`src/rtl/op_select_updown.sv`:
```
// op_select_updown: operation-select code stepped up/down by two debounced pushbuttons.
// Build option OP_SELECT_AUTO_REPEAT_EN adds auto-repeat stepping while one button is held.

module op_select_debounce #(
  parameter int DB_CYCLES = 50000
) (
  input  logic clk,
  input  logic rst,
  input  logic pb_raw,
  output logic stable_r,
  output logic rise_s
);

  localparam int CW = (DB_CYCLES < 32'sd2) ? 32'sd1 : $clog2(DB_CYCLES);
  localparam logic [CW-1:0] CNT_ZERO = {CW{1'b0}};
  localparam logic [CW-1:0] CNT_ONE  = CW'(32'd1);
  localparam logic [CW-1:0] CNT_LAST = CW'(DB_CYCLES - 32'sd1);

  logic          sync_meta_r;
  logic          sync_r;
  logic          stable_d_r;
  logic [CW-1:0] cnt_r;
  logic [CW-1:0] cnt_nxt_s;
  logic          stable_nxt_s;

  // Two-flop synchronizer on the raw button.
  always_ff @(posedge clk) begin
    if (rst) begin
      sync_meta_r <= 1'b0;
      sync_r      <= 1'b0;
    end else begin
      sync_meta_r <= pb_raw;
      sync_r      <= sync_meta_r;
    end
  end

  // Count consecutive cycles the synchronized level disagrees with the accepted one.
  always_comb begin
    cnt_nxt_s    = CNT_ZERO;
    stable_nxt_s = stable_r;
    if (sync_r != stable_r) begin
      if (cnt_r == CNT_LAST) begin
        cnt_nxt_s    = CNT_ZERO;
        stable_nxt_s = sync_r;
      end else begin
        cnt_nxt_s    = cnt_r + CNT_ONE;
        stable_nxt_s = stable_r;
      end
    end else begin
      cnt_nxt_s    = CNT_ZERO;
      stable_nxt_s = stable_r;
    end
  end

  // Debounce state plus the delayed copy used for edge detection.
  always_ff @(posedge clk) begin
    if (rst) begin
      cnt_r      <= CNT_ZERO;
      stable_r   <= 1'b0;
      stable_d_r <= 1'b0;
    end else begin
      cnt_r      <= cnt_nxt_s;
      stable_r   <= stable_nxt_s;
      stable_d_r <= stable_r;
    end
  end

  // Rising edge of the accepted level; releases never produce a rise.
  always_comb begin
    rise_s = stable_r & ~stable_d_r;
  end

endmodule

module op_select_updown #(
  parameter int WIDTH        = 2,
  parameter int DB_CYCLES    = 50000,
  parameter int REPEAT_DELAY = 25000000,
  parameter int REPEAT_RATE  = 10000000
) (
  input  logic             clk,
  input  logic             rst,
  input  logic             pb_up_in,
  input  logic             pb_down_in,
  output logic [WIDTH-1:0] sel,
  output logic             step_pulse,
  output logic             dir
);

  localparam logic [WIDTH-1:0] SEL_ZERO = {WIDTH{1'b0}};
  localparam logic [WIDTH-1:0] SEL_ONE  = WIDTH'(32'd1);

  logic             stable_up_r;
  logic             stable_down_r;
  logic             rise_up_s;
  logic             rise_down_s;
  logic             rise_up_only_s;
  logic             rise_down_only_s;
  logic             any_rise_s;
  logic             repeat_up_s;
  logic             repeat_down_s;
  logic             step_up_s;
  logic             step_down_s;
  logic [WIDTH-1:0] sel_nxt_s;
  logic             dir_nxt_s;

  // Empty scope that only elaborates for out-of-range parameter sets.
  if (WIDTH < 32'sd1 || DB_CYCLES < 32'sd1 || REPEAT_DELAY < 32'sd1 || REPEAT_RATE < 32'sd1) begin : g_param_range_violation
  end

  op_select_debounce #(
    .DB_CYCLES (DB_CYCLES)
  ) u_db_up (
    .clk      (clk),
    .rst      (rst),
    .pb_raw   (pb_up_in),
    .stable_r (stable_up_r),
    .rise_s   (rise_up_s)
  );

  op_select_debounce #(
    .DB_CYCLES (DB_CYCLES)
  ) u_db_down (
    .clk      (clk),
    .rst      (rst),
    .pb_raw   (pb_down_in),
    .stable_r (stable_down_r),
    .rise_s   (rise_down_s)
  );

  // Simultaneous rises cancel each other.
  always_comb begin
    rise_up_only_s   = rise_up_s & ~rise_down_s;
    rise_down_only_s = rise_down_s & ~rise_up_s;
    any_rise_s       = rise_up_s | rise_down_s;
  end

`ifdef OP_SELECT_AUTO_REPEAT_EN
  localparam int HOLD_MAX = (REPEAT_DELAY > REPEAT_RATE) ? REPEAT_DELAY : REPEAT_RATE;
  localparam int HW       = (HOLD_MAX < 32'sd2) ? 32'sd1 : $clog2(HOLD_MAX);
  localparam logic [HW-1:0] HOLD_ZERO  = {HW{1'b0}};
  localparam logic [HW-1:0] HOLD_ONE   = HW'(32'd1);
  localparam logic [HW-1:0] DELAY_LAST = HW'(REPEAT_DELAY - 32'sd1);
  localparam logic [HW-1:0] RATE_LAST  = HW'(REPEAT_RATE - 32'sd1);

  logic [HW-1:0] hold_cnt_r;
  logic [HW-1:0] hold_cnt_nxt_s;
  logic [HW-1:0] hold_last_s;
  logic          repeating_r;
  logic          repeating_nxt_s;
  logic          held_one_s;
  logic          repeat_fire_s;

  // Hold timer: first repeat after REPEAT_DELAY, later ones every REPEAT_RATE.
  always_comb begin
    held_one_s      = stable_up_r ^ stable_down_r;
    hold_last_s     = repeating_r ? RATE_LAST : DELAY_LAST;
    repeat_fire_s   = held_one_s & (hold_cnt_r == hold_last_s);
    repeat_up_s     = repeat_fire_s & stable_up_r;
    repeat_down_s   = repeat_fire_s & stable_down_r;
    hold_cnt_nxt_s  = HOLD_ZERO;
    repeating_nxt_s = 1'b0;
    if (rise_up_only_s | rise_down_only_s) begin
      hold_cnt_nxt_s  = HOLD_ZERO;
      repeating_nxt_s = 1'b0;
    end else if (!held_one_s) begin
      hold_cnt_nxt_s  = HOLD_ZERO;
      repeating_nxt_s = 1'b0;
    end else if (repeat_fire_s) begin
      hold_cnt_nxt_s  = HOLD_ZERO;
      repeating_nxt_s = 1'b1;
    end else begin
      hold_cnt_nxt_s  = hold_cnt_r + HOLD_ONE;
      repeating_nxt_s = repeating_r;
    end
  end

  // Hold timer state.
  always_ff @(posedge clk) begin
    if (rst) begin
      hold_cnt_r  <= HOLD_ZERO;
      repeating_r <= 1'b0;
    end else begin
      hold_cnt_r  <= hold_cnt_nxt_s;
      repeating_r <= repeating_nxt_s;
    end
  end
`else
  // Without auto-repeat only a fresh press steps the select code.
  always_comb begin
    repeat_up_s   = 1'b0;
    repeat_down_s = 1'b0;
  end
`endif

  // Resolve this cycle's step; a press always takes precedence over a repeat.
  always_comb begin
    step_up_s   = rise_up_only_s | (~any_rise_s & repeat_up_s);
    step_down_s = rise_down_only_s | (~any_rise_s & repeat_down_s);
    sel_nxt_s   = sel;
    dir_nxt_s   = dir;
    if (step_up_s) begin
      sel_nxt_s = sel + SEL_ONE;
      dir_nxt_s = 1'b1;
    end else if (step_down_s) begin
      sel_nxt_s = sel - SEL_ONE;
      dir_nxt_s = 1'b0;
    end else begin
      sel_nxt_s = sel;
      dir_nxt_s = dir;
    end
  end

  // Registered outputs.
  always_ff @(posedge clk) begin
    if (rst) begin
      sel        <= SEL_ZERO;
      step_pulse <= 1'b0;
      dir        <= 1'b0;
    end else begin
      sel        <= sel_nxt_s;
      step_pulse <= step_up_s | step_down_s;
      dir        <= dir_nxt_s;
    end
  end

endmodule
```
`config.mk`:
```
export PLATFORM = sky130hd
export DESIGN_NAME = op_select_updown
export DESIGN_NICKNAME = d
export VERILOG_FILES = /design/src/rtl/op_select_updown.sv
export SDC_FILE = /design/constraint.sdc
export NUM_CORES = 1
export LEC_CHECK = 0
export CORE_MARGIN = 3
export CORE_UTILIZATION = 55
export DETAILED_ROUTE_END_ITERATION = 6
export HOLD_SLACK_MARGIN = 0.03
export PLACE_DENSITY_LB_ADDON = 0.15
export SKIP_CTS_REPAIR_TIMING = 1
export SKIP_LAST_GASP = 1
export SYNTH_ARGS = -nofsm -noshare
export SYNTH_HDL_FRONTEND = slang
export SYNTH_SLANG_ARGS = --single-unit
```
`constraint.sdc`:
```
create_clock -name clk -period 3.7 [get_ports clk]
set_clock_uncertainty 0.1 [all_clocks]
set_input_delay 0.37 -clock clk [delete_from_list [all_inputs] [get_ports clk]]
set_output_delay 0.37 -clock clk [all_outputs]
set_load 0.05 [all_outputs]
```
==> results by group <==
Status
  • Outcome: finished, final reports clean

Floorplan
  • Die H: 63.7 um
  • # IOs: 8
  • Core region area: 0.00313 mm^2
  • Die W: 63.7 um
  • Die footprint: between 0.004 and 0.005 mm^2
  • Initial Util: between 50% and 60%
  • Site Rows: 20

Final layout
  • Finished Layout Cells: 250
  • Area grow syn2layout: 7.99%
  • Fin nets: 213
  • Ant. Diodes: 0
  • Most frequent cells in the layout: dfxtp_1 (44), nor2_1 (37), xnor2_1 (24)
  • Most common cell after layout, fill and taps aside: dfxtp_1
  • Layout cell share with drive strength beyond 1: between 5 and 6%

Pwr
  • Comb pwr share: 1.6%
  • Switching fraction of total power: 22.0%
  • Pint: approximately 0.55 mW
  • Static Leak: 0.607 nW
  • Power Density: ~360 mW/mm^2
  • NetSw: 0.155 mW
  • Final Power: 0.706 mW
  • Peak VDD IR: 0.240 mV
  • Flop pwr share: between 60 and 70%
  • Clk network pwr share: 30.8%

Hold path
  • Min-delay worst type: register to register

CTS
  • Clk_lat worst skew: 0.35 ns
  • CTS root buf: clkbuf_4
  • Num Clock Sinks: 44
  • CTS buffer count: 5
  • CTS tree: yes
  • Clock Path Buffers: 2
  • Htree depth: 2
  • Clock transition at the registers of the reported paths: 0.12 ns

STA
  • Final Setup Violations: 0
  • Total negative slack: 0 ns
  • Max_slew headroom: roughly two thirds
  • Fin worst setup slack: 1.64 ns
  • Final Hold Viols: 0
  • Hold_ws: 0.350 ns
  • Count of pins over their slew limit: 0
  • Max Clock Freq: between 400 and 500 MHz
  • Min cycle time layout: 2.06 ns
  • Crit share post-route: a little under three fifths
  • RSZ-0062 raised after global routing: false
  • Tightest Pin Transition: about 0.50 ns

Setup path
  • Crit path max-delay family: buffers and inverters
  • Crit path cell chain: clkdlybuf4s50_1
  • Setup crit start kind: register
  • Crit-path slowest cell: clkdlybuf4s50_1
  • Required time worst endpoint: 3.23 ns
  • Critical path buffers and inverters: 1
  • Slowest cell delay on critical path: 0.83 ns
  • Path type of the worst setup path: register to output port
  • CP arrival: 1.59 ns
  • Max FO, Critical Path: 3
  • CP Capture Type: output port

Synthesis
  • Synthesized Nets: 204
  • Netlist Area Pre-Place: approximately 0.0018 mm^2
  • Synth Area per Inst: 9.30 um^2
  • Number of synthesized register bits: 44
  • Cells after synthesis: 197
  • Netlist cell types: 30
  • Seq/Total Area, Yosys: 48.1%
  • Synth warn: 0

Routing
  • Vias: 1352
  • Drt first pass iters: 4
  • Vias per Instance: 5.41
  • WL final: approximately 3.1 mm
  • Wirelength per Cell: 12.2 um
  • # DRC: 0
  • Post-route ant nets: 0
  • Detailed Route Iter0 Violations: 55

GRT
  • First-pass GRT wire length: 5.62 mm
  • Total gr overflow: 0
  • Tot GR Track Use: 17.4%
  • Vias in the first global route: roughly 1.3k
  • Initial antenna violation count: 0
  • GR Util met2: 27.8%
  • Met1 GRT Util: 21.5%
  • Global Route met3 Usage: under 10%
  • Grt peak-use layer: met2
  • Largest net degree at the start of global routing: 17

Placement
  • PortBufs: 7
  • RePlAce Congestion: 0.822
  • Post-DP HPWL: around 2.2 mm
  • Setup WS pre-CTS: 1.68 ns
  • Post-Place Cells: ~240

Job
  • Max Cap Viol: 0
==> path summary, 6_finish.rpt <==
| kind | startpoint | end | slack, ns | cells after the start |
|---|---|---|---|---|
| worst min-delay path | u_db_up.sync_meta_r$_SDFF_PP0_ | u_db_up.sync_r$_SDFF_PP0_ | 0.35 | 1 |
| worst max-delay path | sel[0]$_SDFFE_PP0P_ | sel[0] | 1.64 | 1 |
| worst max register to register | u_db_down.cnt_r[0]$_SDFF_PP0_ | u_db_down.cnt_r[4]$_SDFF_PP0_ | 1.90 | 5 |
| worst min register to register | u_db_up.sync_meta_r$_SDFF_PP0_ | u_db_up.sync_r$_SDFF_PP0_ | 0.35 | 1 |
==> per-stage QoR <==
stage | cell area, um^2 | utilization [%]
6_report | 1980 | 63.3
5_1_grt | 1980 | 63.3
4_1_cts | 1980 | 63.3
3_5_place_dp | 1930 | 61.7
3_3_place_gp | 1930 | 61.7
2_1_floorplan | 1830 | -
==> cells by family (layout without fill, tap and decap cells) <==
| logic type | after synthesis | count (layout) | synth area share [%] |
|---|---|---|---|
| DFF | 44 | 44 | 48.1 |
| muxes | 3 | 3 | 1.91 |
| and+or+nand+nor | 105 | 105 | 29.6 |
| AOI/OAI and AO/OA | 5 | 5 | 1.84 |
| adders and majority gates | 3 | 3 | 2.05 |
| buffers and inverters | 6 | 15 | 1.77 |
| xor gates and xnor gates | 31 | 31 | 14.8 |
==> synth_stat cells (all sizes together) <==
cell type | n | share of area, %
buf | 3 | 1.2
nand2 | 12 | 2.5
nor4 | 10 | 3.4
inv | 1 | 0.20
xnor2 | 24 | 11
nor4b | 1 | 0.48
nor2b | 8 | 2.7
or4b | 1 | 0.55
nor3b | 1 | 0.68
mux2i | 2 | 1.1
or3 | 4 | 1.4
and4 | 1 | 0.48
nor3 | 7 | 1.9
dfxtp | 44 | 48
and3 | 3 | 1.0
mux2 | 1 | 0.82
a21bo | 1 | 0.55
nand3 | 9 | 2.7
nor4bb | 2 | 1.1
a21oi | 2 | 0.75
o21ai | 2 | 0.55
nand2b | 1 | 0.34
ha | 3 | 2.0
xor2 | 7 | 3.3
nor2 | 37 | 7.6
clkbuf | 2 | 0.41
nand4 | 8 | 2.7
==> final cells by class <==
class	instances	area, um^2
Fill cell	273	1150
Multi-Input combinational cell	147	920
Sequential cell	44	881
Timing Repair Buffer	7	70.1
Tap cell	44	55.1
Clock buffer	5	37.5
Clock inverter	2	12.5
Inverter	1	3.75
==> flip-flops by register name, summed over array words and instances, names as in the netlist <==
signal and flops:
u_db_down.sync_meta_r 1, dir 1, u_db_down.stable_r 1, step_pulse 1, u_db_down.cnt_r 16, u_db_up.sync_r 1
u_db_down.stable_d_r 1, u_db_up.stable_r 1, u_db_up.stable_d_r 1, u_db_up.cnt_r 16, u_db_up.sync_meta_r 1, sel 2
u_db_down.sync_r 1
==> layer usage <==
metal	routed length (um)	vias up
li1	-	692
met4	78	0
met2	1440	26
met5	0	-
met3	114	10
met1	1420	624
==> power by group through the flow <==
stage               registers (mW)  clock network [mW]  logic (mW)
finish                       0.477               0.218      0.0114
floorplan                    0.488                   0     0.00727
CTS                          0.478               0.225      0.0116
detailed placement           0.488                   0      0.0115
global placement             0.488                   0      0.0113
global route                 0.478               0.247      0.0128
Note: power is estimated with default switching activity, not from simulation.
